### config.mk
export PLATFORM = sky130hd
export DESIGN_NAME = sum_bcd_seg_driver
export DESIGN_NICKNAME = d
export VERILOG_FILES = /design/src/rtl/sum_bcd_seg_driver.sv
export SDC_FILE = /design/constraint.sdc
export NUM_CORES = 1
export LEC_CHECK = 0
export ABC_AREA = 1
export CORE_ASPECT_RATIO = 1.2
export CORE_MARGIN = 5
export CORE_UTILIZATION = 35
export CTS_CLUSTER_SIZE = 40
export DETAILED_ROUTE_END_ITERATION = 6
export PLACE_DENSITY_LB_ADDON = 0.25
export SLEW_MARGIN = 20
export SYNTH_ARGS = -nofsm -noshare
export SYNTH_HDL_FRONTEND = slang
export SYNTH_SLANG_ARGS = --single-unit
### constraint.sdc
create_clock -name clk -period 2.06 [get_ports clk]
set_input_delay 0.412 -clock clk [delete_from_list [all_inputs] [get_ports clk]]
set_output_delay 0.412 -clock clk [all_outputs]
set_load 0.05 [all_outputs]
### src/rtl/sum_bcd_seg_driver.sv
// sum_bcd_seg_driver: double-dabble binary-to-BCD with a scanned active-low common-anode 7-segment display
module sum_bcd_seg_driver #(
    parameter int BIN_WIDTH   = 11,
    parameter int DIGITS      = 4,
    parameter int REFRESH_DIV = 50000
) (
    input  logic                  clk,
    input  logic                  rst_n,
    input  logic [BIN_WIDTH-1:0]  bin_in,
    input  logic                  load,
    output logic                  busy,
    output logic                  done,
    output logic [4*DIGITS-1:0]   bcd_out,
    output logic                  overflow,
    output logic [6:0]            seg,
    output logic [DIGITS-1:0]     an
);
    localparam int BW   = 4 * DIGITS;
    localparam int CW   = $clog2(BIN_WIDTH + 1);
    localparam int RW   = $clog2(REFRESH_DIV + 1);
    localparam int IW   = DIGITS > 1 ? $clog2(DIGITS) : 1;
    localparam int MAXV = 10 ** DIGITS - 1;

    typedef enum logic [1:0] {S_IDLE, S_SHIFT, S_DONE} state_t;

    state_t               state, state_nx;
    logic [BIN_WIDTH-1:0] sh;
    logic [BW-1:0]        scr, adj, hi;
    logic [CW-1:0]        cnt;
    logic                 ovf_nx;
    logic [RW-1:0]        rcnt;
    logic [IW-1:0]        idx;
    logic [6:0]           seg_nx;

    function automatic logic [6:0] dec(input logic [3:0] d);
        case (d)
            4'd0:    dec = 7'b0000001;
            4'd1:    dec = 7'b1001111;
            4'd2:    dec = 7'b0010010;
            4'd3:    dec = 7'b0000110;
            4'd4:    dec = 7'b1001100;
            4'd5:    dec = 7'b0100100;
            4'd6:    dec = 7'b0100000;
            4'd7:    dec = 7'b0001111;
            4'd8:    dec = 7'b0000000;
            4'd9:    dec = 7'b0000100;
            default: dec = 7'b1111111;
        endcase
    endfunction

    always_ff @(posedge clk or negedge rst_n)
        if (!rst_n) state <= S_IDLE;
        else        state <= state_nx;

    always_comb begin
        state_nx = state;
        state_nx = state == S_IDLE  ? (load ? S_SHIFT : S_IDLE) :
                   state == S_SHIFT ? (cnt == CW'(1) ? S_DONE : S_SHIFT) : S_IDLE;
    end

    assign busy = state != S_IDLE;

    always_comb begin
        adj = scr;
        for (int i = 0; i < DIGITS; i++)
            adj[4*i +: 4] = scr[4*i +: 4] >= 4'd5 ? scr[4*i +: 4] + 4'd3 : scr[4*i +: 4];
    end

    always_ff @(posedge clk or negedge rst_n)
        if (!rst_n) begin
            sh       <= '0;
            scr      <= '0;
            cnt      <= '0;
            ovf_nx   <= 1'b0;
            bcd_out  <= '0;
            overflow <= 1'b0;
            done     <= 1'b0;
        end else begin
            done <= state == S_DONE;
            if (state == S_IDLE && load) begin
                sh     <= bin_in;
                scr    <= '0;
                cnt    <= CW'(BIN_WIDTH);
                ovf_nx <= 32'(bin_in) > 32'(MAXV);
            end else if (state == S_SHIFT) begin
                {scr, sh} <= {adj[BW-2:0], sh, 1'b0};
                cnt       <= cnt - 1'b1;
            end
            if (state == S_DONE) begin
                bcd_out  <= scr;
                overflow <= ovf_nx;
            end
        end

    // Display reads only the committed result, so a running conversion never shows up mid-way
    always_comb begin
        hi     = bcd_out >> {idx, 2'b00};
        seg_nx = overflow ? 7'b1111110 :
                 (idx != '0 && hi == '0) ? 7'b1111111 : dec(hi[3:0]);
    end

    always_ff @(posedge clk or negedge rst_n)
        if (!rst_n) begin
            rcnt <= '0;
            idx  <= '0;
            an   <= ~DIGITS'(1);
            seg  <= 7'b0000001;
        end else begin
            rcnt <= rcnt == RW'(REFRESH_DIV - 1) ? '0 : rcnt + 1'b1;
            if (rcnt == RW'(REFRESH_DIV - 1))
                idx <= idx == IW'(DIGITS - 1) ? '0 : idx + 1'b1;
            an  <= ~(DIGITS'(1) << idx);
            seg <= seg_nx;
        end
endmodule

=== Word level (Yosys, flattened, before mapping) ===
Memories as Yosys holds them, arrays and structs flattened.
Index checks and enable logic that the tools add are counted.

* Register bits after elaboration: 79
* ROM bits: 112
* Output and inout port bits: 30
* Memories: 1

{| class="wikitable"
|+ Memory list
! memory !! words !! width !! rd ports !! clocked after memory_dff !! write ports !! RTL line !! source
|-
| (no name shown) || 16 || 7 || 1 || 0 || 0 || 36 || <nowiki>case (d)</nowiki>
|}

* $add $sub $neg: 7
* Magnitude comparators: 4
* Eq/ne operators: 5
* Shift-type cells: 2
* Muxes and demuxes: 17
* Bitwise logic cells: 1
* Reductions and logical operators: 7

{| class="wikitable"
|+ Operators with widths
! operator !! number
|-
| 16-bit 2-to-1 mux || 3
|-
| 11-bit 2-to-1 mux || 2
|-
| 4-bit 2-to-1 mux || 5
|-
| 16-bit by 1-bit adder with 16-bit output, second input constant || 1
|-
| 16-bit == test, second input constant || 1
|-
| 4-bit by 3-bit >= comparator with 1-bit output, second input constant || 4
|-
| 16-bit zero test || 1
|-
| 16-bit by 4-bit right shift with 16-bit output || 1
|-
| 4-bit by 2-bit adder with 4-bit output, second input constant || 3
|-
| 2-bit 2-to-1 mux || 4
|-
| 7-bit 2-to-1 mux || 1
|-
| 2-bit nonzero test || 3
|-
| 2-bit == test, second input constant || 2
|-
| 4-bit by 1-bit == test with 1-bit output, second input constant || 1
|-
| 4-bit NOT || 1
|-
| 1-bit by 2-bit left shift with 4-bit output, first input constant || 1
|-
| 4-bit by 1-bit subtractor with 4-bit output, second input constant || 1
|-
| 3-bit by 2-bit adder with 3-bit output, second input constant || 1
|-
| 3-bit 2-to-1 mux || 1
|-
| 2-bit by 1-bit adder with 2-bit output, second input constant || 1
|-
| 2-bit by 1-bit == test with 1-bit output, second input constant || 1
|-
| 1-bit logical AND || 2
|-
| 2-bit zero test || 1
|-
| 1-bit 2-to-1 mux || 1
|}

=== Depth between registers and ports, before layout ===
Gate-level depths: netlist (run 1).

* Depth after elaboration: 4
* Mapped depth: 13

=== Worst setup path before layout (run 1) ===
Ideal clock, no wire load.

* Path type: reg-to-reg
* From: reg bcd_out[8]
* To: reg seg[3]
* Data arrival time: 1686 ps
* Required time: 1941 ps
* Path slack: 255 ps
* Cell stages (with the launch flop): 12
* Buffers on the path: 0
* Cells stage by stage: dfrtp_1 > inv_1 > o21ai_1 > nand2_1 > nand2_1 > inv_1 > ha_1 > nand3_1 > nand3_1 > nand2_1 > inv_1 > nand2_1

* Cells in the longest elaborated chain, start to end: 4
* Elaborated cells on any way between the ends: 5
* Those cells by class: shift: 1; mux: 1; reduce/logical: 2; memory: 1

{| class="wikitable"
|+ RTL lines
! what !! RTL line !! source
|-
| start, declared || 13 || <nowiki>output logic [4*DIGITS-1:0] bcd_out,</nowiki>
|-
| start signal, assigned || 90 || <nowiki>bcd_out <= scr;</nowiki>
|-
| 16-bit by 4-bit right shift with 16-bit output * || 97 || <nowiki>hi = bcd_out >> {idx, 2'b00};</nowiki>
|-
| branches (longest 2 deep; another with memory 16 x 7 bit) || - ||
|-
| 7-bit 2-to-1 mux * || 99 || <nowiki>(idx != '0 && hi == '0) ? 7'b1111111 : dec(hi[3:0]);</nowiki>
|-
| net seg_nx[3] || 33 || <nowiki>logic [6:0] seg_nx;</nowiki>
|-
| end signal, assigned || 113 || <nowiki>seg <= seg_nx;</nowiki>
|-
| end, declared || 15 || <nowiki>output logic [6:0] seg,</nowiki>
|}

Mark *: on every way through the listed nets, which the timed path passes.
A chain may end at the register's enable or synchronous reset.

=== Final worst setup path (run 1) ===
* From: reg bcd_out[7]
* To: out bcd_out[7]

No word-level cell between the ends.

==> run metrics, run 1 <==
GR Util All Layers 13.5%; post-synth cell types 32; DRC 0; number of I/O port buffers 42; cell with the most instances after synthesis nand2_1; fraction of final layout cells with drive strength greater than 1 9.58%; cell area after technology mapping 0.00407 mm2; Total Nets Final 582; Synth Area in Adders 6.16%; worst slack after detailed placement 0.208 ns; total setup buffers inserted after CTS 0; antenna fix cells 0; number of antenna violations at the first check in global routing 0; power per standard cell area 1390 mW/mm2; Setup crit end kind output pin; post-detailed-route wirelength per cell 12.2 um; Die X 108 um; Overflow after GRT 0; number of enable-type register cells in the synthesized netlist 0; Inserted Clock Buffers 9; leakage power 2.50 nW; area grow syn2layout 23.5%; share of the synthesized area in the top cell type 46.2%; clk_lat worst skew 0.34 ns; main flop type after synthesis dfrtp_1; final antenna-violating net count 0; via density per instance 4.72; Die Footprint 0.0139 mm2; Slowest-stage cell, CP clkdlybuf4s50_1; clock slew seen by the registers of the worst setup and hold paths 0.06 ns; share of the synthesized area in compound gates (AO/OA/AOI/OAI) 10.9%; number of design-rule violations left by the first detailed-router iteration 139; area used by multi-input combinational logic 0.00173 mm2; total of max-cap violations 0; largest fanout of any net on the critical path 4; Period Utilization, post-route 98.0%; final WL 8.65 mm; number of setup violations in the final report 0; Worst Setup Start Kind register; total number of placement rows 43; combinational family with the most area after synthesis simple AND/OR/NAND/NOR gates; capture point of the worst path bcd_out[7]; setup slack of the worst register-to-register path 0.24 ns; global placement routability congestion 0.811; register cell area after layout 0.00198 mm2; sum of negative setup slack 0 ns; Post-Synth XOR/XNOR Area 2.15%; unrepaired setup endpoints after global routing false; most numerous cell types in the synthesized netlist 117 x nand2_1, 75 x dfrtp_1, 73 x inv_1, 51 x nor2_1, 37 x o21ai_0; number of H-tree levels 3; Synth warnings 0; worst-case clock buffer depth 2; slowest stage delay, CP 0.84 ns; Detailed Routing Iterations Pass 1 4; Die Span Y 128 um; transition time of the tightest slew-check pin 0.511 ns; Fillers 1129; Initial Util 35.5%; synthesized instance count 497; area of the core 0.0115 mm2; Synth area leaders dfrtp_1 46%, nand2_1 11%, inv_1 6.7%; cell count along the critical path 1; Hold Violations, Final 0; maximum achievable frequency 496 MHz; worst-path cell chain clkdlybuf4s50_1; vias after detailed routing 3353; CTS sink count 79; critical setup path kind reg2out; data arrival time at the worst-slack endpoint 1.61 ns; post-synthesis register bit count 79; worst setup slack after layout 0.0421 ns; mux share of post-synthesis cell area 0%; Layout Skew 0.00721 ns; simple-gate share of the synthesized area 23.4%; normalized max-slew margin 65.8%; Crit path buffers/inverters 1; num ports 44; via count of the first global-routing pass 3282; share of flip-flops with an asynchronous set or reset 100%; Final HPWL DP 6.47 mm; clock period minus worst slack 2.02 ns; Pins Over Slew Limit 0; worst supply voltage drop on vdd 915 uV; depth of the most critical reg-to-reg path 11; cell at the root of the clock tree clkbuf_16; Worst path top cell family by delay buffers and inverters; top cell type by total area after synthesis dfrtp_1; syn avg cell area 8.18 um2; Synth Net Count 531; CTS tree yes; largest net degree at the start of global routing 34; Req. time, crit path 1.65 ns; outcome completed; Worst Hold Class in2async; reg2reg end seg[3]; first-pass GRT wire length 15.2 mm; tightest hold margin 0.00492 ns; sequential fraction of the synthesis area 48.8%; worst reg2reg path startpoint idx[0]; first element of the critical path bcd_out[7]
==> final cells by class <==
| type | instances | share of cell area (%) |
|---|---|---|
| repair buffers | 50 | 9.57 |
| inverters | 80 | 6.03 |
| flip-flops and latches | 79 | 39.5 |
| clock inverters | 7 | 1.94 |
| well taps | 157 | 3.91 |
| multi-input cells | 328 | 34.6 |
| clock buffers | 9 | 4.49 |
==> power by group <==
part           switching, mW  internal, mW  total [mW]
sequential             0.329          2.02        2.34
combinational           1.87          1.02        2.89
clock                  0.661          1.06        1.72
total                   2.86          4.10        6.96
==> through the flow <==
| step | instances | power (mW) | util [%] | cell area [um2] |
|---|---|---|---|---|
| after floorplan | 497 | 4.42 | - | 4070 |
| after global placement | 694 | 5.22 | 40.9 | 4690 |
| after detailed placement | 694 | 5.29 | 40.9 | 4690 |
| after CTS | 710 | 7.04 | 43.7 | 5010 |
| after global routing | 710 | 7.49 | 43.8 | 5020 |
| final | 710 | 6.96 | 43.8 | 5020 |
==> placed cells by master (no fill, tap or decap), types with 4 or more instances in the layout <==
master,count
clkbuf_16,9
nand4_1,5
buf_4,14
o21ai_0,37
nor3_1,6
xor2_1,9
ha_1,20
o22ai_1,8
inv_1,73
inv_2,6
o211ai_1,5
a21oi_1,8
nor2_1,51
nand3_1,33
nand2_1,117
o221ai_1,8
clkdlybuf4s50_1,33
dfrtp_1,75
dfstp_2,4
nand2_2,6
==> metal layers <==
| layer | vias to the layer above | global-route usage, % | share of wire (%) |
|---|---|---|---|
| li1 | 1690 | - | - |
| met1 | 1581 | 17.2 | 46 |
| met2 | 66 | 21.9 | 48 |
| met3 | 16 | 3.12 | 4.0 |
| met4 | 0 | 5.94 | 2.2 |
| met5 | - | 0 | 0 |
==> worst min path at each step <==
stage	depth (start not counted)	endpoint	slack, ns	start
after global placement	1	rcnt[5]	0.37	rst_n
after floorplan	0	an[0]	0.12	rst_n
after CTS	1	scr[10]	0.02	rst_n
after detailed placement	1	rcnt[4]	0.39	rst_n
final	1	rcnt[5]	0.005	rst_n
after global routing	1	scr[10]	0.04	rst_n
==> cells by family after synthesis <==
kind of cell,after synthesis
compound gates,74
xor+xnor,10
flops,79
other cells,1
simple gates,223
buf+inv,90
fa+ha+maj,20
==> flip-flops by register name, summed over array words and instances, names as in the netlist, 4 cells and up <==
name and flops:
an 4, bcd_out 16, cnt 4, rcnt 16, scr 16, seg 7, sh 11
==> timing repair <==
| item | 4_1_cts | 5_1_grt |
|---|---|---|
| hold buffers | 0 | 0 |
| setup endpoints to repair | 0 | 9 |
| gates resized for setup | 0 | 3 |
(Power assumes the default switching activity.)
==> inputs of run 2 (changes only) <==
Settings changed: SETUP_SLACK_MARGIN set to 0.5.
Clock period 2.06 ns to 2.62 ns, I/O delays scaled along.
==> run 2 against run 1 <==
Effect of this change:
- die area unchanged
- setup slack better by 0.50 ns
- worst hold slack improved by 0.15 ns
- global-route usage about the same
- total power shrank 24%
- non-clock buffer count down 3
- critical endpoint is now bcd_out[3]
- clock skew down 0.0012 ns
- largest cell class unchanged
- via count fell by 1.2%
==> run metrics, run 2 (same netlist as run 1, synthesis figures left out) <==
Slowest-stage cell, CP clkdlybuf4s50_1; Worst Setup Start Kind register; net switching component of the power 2.27 mW; leakage power 2.51 nW; GR Util All Layers 13.5%; via count of the first global-routing pass 3370; combinational group share of total power 42.0%; number of setup violations in the final report 0; post-detailed-route wirelength per cell 12.0 um; portion of total power attributed to sequential cells 34.9%; transition time of the tightest slew-check pin 0.558 ns; outcome completed; setup slack of the worst register-to-register path 0.78 ns; Detailed Routing Iterations Pass 1 4; met3 layer wire length in the routed design 288 um; highest-count cells in the layout ignoring fill and taps 117 x nand2_1, 74 x dfrtp_1, 73 x inv_1; DRC 0; depth of the most critical reg-to-reg path 10; slowest stage delay, CP 0.82 ns; num ports 44; Worst path top cell family by delay buffers and inverters; number of design-rule violations left by the first detailed-router iteration 144; area grow syn2layout 22.1%; normalized max-slew margin 62.7%; Overflow after GRT 0; part of the power in the clock network 23.1%; Req. time, crit path 2.10 ns; final antenna-violating net count 0; cell at the root of the clock tree clkbuf_16; # hold bufs at CTS 0; Setup crit end kind output pin; Layout Skew 0.00605 ns; clock slew seen by the registers of the worst setup and hold paths 0.07 ns; number of I/O port buffers 42; area of the core 0.0115 mm2; reg2reg end seg[2]; unrepaired setup endpoints after global routing false; antenna fix cells 0; Pwr Total 5.28 mW; maximum achievable frequency 481 MHz; Total Nets Final 579; worst reg2reg path startpoint idx[0]; total of max-cap violations 0; Pins Over Slew Limit 0; Net Sw Frac 42.9%; Regs by FF count bcd_out x16, rcnt x16, scr x16; number of H-tree levels 3; fraction of final layout cells with drive strength greater than 1 8.18%; final non-filler cell area 0.00496 mm2; commonest non-fill, non-tap cell in the layout nand2_1; Worst Hold Class in2async; sum of negative setup slack 0 ns; data arrival time at the worst-slack endpoint 1.56 ns; via density per instance 4.69; clk_lat worst skew 0.34 ns; uppermost routed layer met4; largest net degree at the start of global routing 42; first-pass GRT wire length 15.1 mm; largest fanout of any net on the critical path 3; worst-case clock buffer depth 2; Initial Util 35.5%; Die X 108 um; CTS sink count 79; vias after detailed routing 3313; cell count along the critical path 1; Period Utilization, post-route 79.4%; Crit path buffers/inverters 1; Inserted Clock Buffers 9; final WL 8.47 mm; Die Span Y 128 um; power per standard cell area 1070 mW/mm2; Final HPWL DP 6.32 mm; CTS tree yes; worst supply voltage drop on vdd 540 uV; total setup buffers inserted after CTS 0; Die Footprint 0.0139 mm2; total number of placement rows 43; met1 wire length 3.81 mm; critical setup path kind reg2out; global placement routability congestion 0.815; number of antenna violations at the first check in global routing 0; clock period minus worst slack 2.08 ns; area of placed instances 0.00468 mm2; wire length on met2 4.22 mm; Hold Violations, Final 0; worst-path cell chain clkdlybuf4s50_1; internal portion of total power 3.02 mW
run 2: cell types whose count changed in the layout (fill, tap and decap cells not counted), moves of 2 or more:
cell	previous run	this run
inv_6	0	5
dlygate4sd2_1	0	12
bufinv_16	2	0
buf_4	14	5
clkdlybuf4s50_1	33	26
clkinv_4	2	0
run 2: worst max-delay path by stage:
stage                start          end  slack (ns)
4_1_cts        bcd_out[10]  bcd_out[10]        0.50
3_5_place_dp        idx[0]       seg[3]        0.66
6_report        bcd_out[3]   bcd_out[3]        0.54
2_1_floorplan   bcd_out[8]       seg[3]        0.81
3_3_place_gp        idx[0]       seg[3]        0.72
5_1_grt         bcd_out[3]   bcd_out[3]        0.50
run 2: stage by stage:
step | setup WS (ns) | hold WS (ns) | instances | util [%]
5_1_grt | 0.504 | 0.216 | 707 | 43.3
3_3_place_gp | 0.719 | 0.453 | 691 | 40.8
3_5_place_dp | 0.656 | 0.461 | 691 | 40.8
6_report | 0.541 | 0.159 | 707 | 43.3
2_1_floorplan | 0.815 | 0.228 | 497 | -
4_1_cts | 0.504 | 0.189 | 707 | 43.2
run 2: per-layer routing:
layer	vias to the layer above	GRT usage, %
met2	50	23.6
met4	0	5.42
met5	-	0
met3	12	2.97
li1	1690	-
met1	1561	16.1
run 2: area by class of cell:
class,count,area [um2]
clock buffers,9,225
clock inverters,7,62.6
fillers,1126,6500
inverters,80,300
multi-input cells,328,1730
flip-flops and latches,79,1980
well taps,157,196
repair buffers,47,460
run 2: repair_timing:
action | 4_1_cts | 5_1_grt
endpoints found under the setup margin | 12 | 10
gates cloned | 0 | 0
resized for setup | 12 | 4
run 2: worst reg2reg max path, cell delays in order, from the launching register on:
cell,delay (ns)
dfrtp_2,0.51
inv_2,0.21
nand2_1,0.08
nand3_1,0.06
nand2_1,0.11
inv_1,0.13
ha_1,0.17
nand2_1,0.06
nor3_1,0.21
nand2_2,0.14
nand2_1,0.09
run 2: power by group through the flow:
stage                     logic (mW)  clock network [mW]  registers, mW
after floorplan                 1.29                   0           2.18
final                           2.22                1.22           1.84
after global routing            2.53                1.30           1.89
after detailed placement        2.27                   0           1.87
after CTS                       2.25                1.25           1.85
after global placement          2.23                   0           1.86
==> inputs of run 3 (changes only) <==
Clock period 2.62 ns to 1.8 ns, I/O delays scaled along.
==> run 3 against run 2 <==
Effect of this change:
- worst hold slack better by 0.34 ns
- cell count up 7.5%
- setup slack worse by 0.33 ns
- first-iteration DRC count up 9.0%
- clock power up 59%
- non-clock buffer count up 49
- cell area up 18%
- sequential power up 49%
- die area unchanged
==> run metrics, run 3 (same netlist as run 1, synthesis figures left out) <==
outcome completed; Hold Violations, Final 0; vias after detailed routing 3573; clk_lat worst skew 0.33 ns; Die Span Y 128 um; Fillers 1054; Net Sw Frac 40.9%; first-pass GRT wire length 16.3 mm; unrepaired setup endpoints after global routing true; largest fanout of any net on the critical path 6; number of I/O port buffers 42; Slowest-stage cell, CP dfrtp_2; number of design-rule violations left by the first detailed-router iteration 157; Most common cell on crit path nand2_1; post-detailed-route wirelength per cell 12.8 um; worst-case clock buffer depth 2; cell at the root of the clock tree clkbuf_16; clock slew seen by the registers of the worst setup and hold paths 0.06 ns; CTS sink count 79; area grow syn2layout 44.5%; Layout Skew 0.00599 ns; data arrival time at the worst-slack endpoint 1.81 ns; Regs by FF count bcd_out x16, rcnt x16, scr x16; Setup crit end kind register; Die Footprint 0.0139 mm2; worst reg2reg path startpoint idx[0]; Die X 108 um; antenna fix cells 0; register cell area after layout 0.00200 mm2; combinational group share of total power 48.2%; global placement routability congestion 0.801; Initial Util 35.5%; Worst Setup Start Kind register; end-of-flow core utilization 51.3%; highest-count cells in the layout ignoring fill and taps 101 x nand2_1, 59 x dfrtp_1, 57 x inv_1; fraction of final layout cells with drive strength greater than 1 36.0%; net switching component of the power 3.70 mW; setup slack of the worst register-to-register path 0.21 ns; area of placed instances 0.00470 mm2; area of the core 0.0115 mm2; DRC 0; leakage power 2.83 nW; Period Utilization, post-route 88.5%; number of H-tree levels 3; Detailed Routing Iterations Pass 1 4; total number of placement rows 43; via count of the first global-routing pass 3602; Final HPWL DP 6.52 mm; maximum achievable frequency 627 MHz; num ports 44; critical setup path kind reg2reg; total of max-cap violations 0; reg2reg end seg[3]; commonest non-fill, non-tap cell in the layout nand2_1; GR Util All Layers 14.4%; final antenna-violating net count 0; number of setup violations in the final report 0; Inserted Clock Buffers 9; slowest stage delay, CP 0.45 ns; final non-filler cell area 0.00587 mm2; CTS tree yes; area used by multi-input combinational logic 0.00209 mm2; met3 routing resource usage after global routing 3.38%; portion of total power attributed to sequential cells 30.4%; Worst Hold Class in2async; clock period minus worst slack 1.59 ns; Pwr Total 9.05 mW; part of the power in the clock network 21.4%; Req. time, crit path 2.02 ns; largest net degree at the start of global routing 30; worst-path cell chain buf_6 > o21ai_2 > nand2_1 > nand2_2 > inv_2 > ha_4 > nand3_2 > nand3_2 > nand2_1 > inv_1 > nand2_1; met1 track utilization from global routing 17.4%; Total Nets Final 632; global-route met2 utilization 25.1%; final WL 9.73 mm; via density per instance 4.70; sum of negative setup slack 0 ns; Pins Over Slew Limit 0; power per standard cell area 1540 mW/mm2; worst supply voltage drop on vdd 1030 uV; number of antenna violations at the first check in global routing 0; internal portion of total power 5.35 mW; Overflow after GRT 0; depth of the most critical reg-to-reg path 11; most used routing layer met2
[run 3: cell count changes in the layout (fill, tap and decap cells not counted), moves of 15 or more]
| cell | before | now |
|---|---|---|
| buf_4 | 5 | 50 |
| buf_6 | 0 | 26 |
| inv_1 | 73 | 57 |
| nand2_1 | 117 | 101 |
| nor2_1 | 51 | 35 |
| dfrtp_1 | 74 | 59 |
| dfrtp_2 | 1 | 16 |
[run 3: layout make-up]
cell class | instances | share of cell area (%)
repair inverters | 4 | 0.426
clock inverters | 6 | 1.45
inverters | 80 | 5.50
repair buffers | 96 | 15.6
flip-flops and latches | 79 | 34.1
clock buffers | 10 | 3.90
well taps | 157 | 3.34
multi-input cells | 328 | 35.7
[run 3: worst max-delay path by stage]
| stage | start | to | slack [ns] | depth (start not counted) |
|---|---|---|---|---|
| after floorplan | bcd_out[8] | seg[3] | 0.23 | 11 |
| after global placement | idx[0] | seg[3] | 0.19 | 11 |
| after detailed placement | idx[0] | seg[6] | 0.13 | 10 |
| after CTS | idx[0] | seg[3] | 0.19 | 11 |
| after global routing | idx[0] | seg[3] | 0.09 | 11 |
| final | idx[0] | seg[3] | 0.21 | 11 |
[run 3: timing repair]
action | in CTS | in global routing
pin swaps | 20 | 31
gates resized for setup | 60 | 92
hold endpoints to repair | 23 | 0
hold buffers | 1 | 0
setup endpoints to repair | 56 | 79
buffers inserted | 26 | 17
cloned | 0 | 4
[run 3: per-layer routing]
layer	vias to the layer above	routed length, um
met5	-	0
met4	0	104
met3	9	296
met2	57	5200
met1	1705	4130
li1	1802	-
[run 3: power groups by stage]
stage	clock network [mW]	registers, mW	logic (mW)
finish	1.94	2.75	4.36
global placement	0	2.72	3.24
global route	2.06	2.82	4.83
CTS	1.99	2.71	3.78
detailed placement	0	2.73	3.31
floorplan	0	3.19	1.90
[run 3: critical path, delay by kind of cell (launching register included)]
kind	cells	cell delay (ns)
simple gates	6	0.40
buf+inv	3	0.25
compound gates	1	0.12
fa+ha+maj	1	0.26
flops	1	0.45
[run 3: per-stage QoR]
stage / instances / worst slack (ns) / hold slack, ns
floorplan: 497 / 0.228 / 0.0644
global placement: 696 / 0.191 / 0.319
detailed placement: 696 / 0.132 / 0.321
CTS: 739 / 0.188 / 0.500
global route: 760 / 0.0928 / 0.529
finish: 760 / 0.206 / 0.495
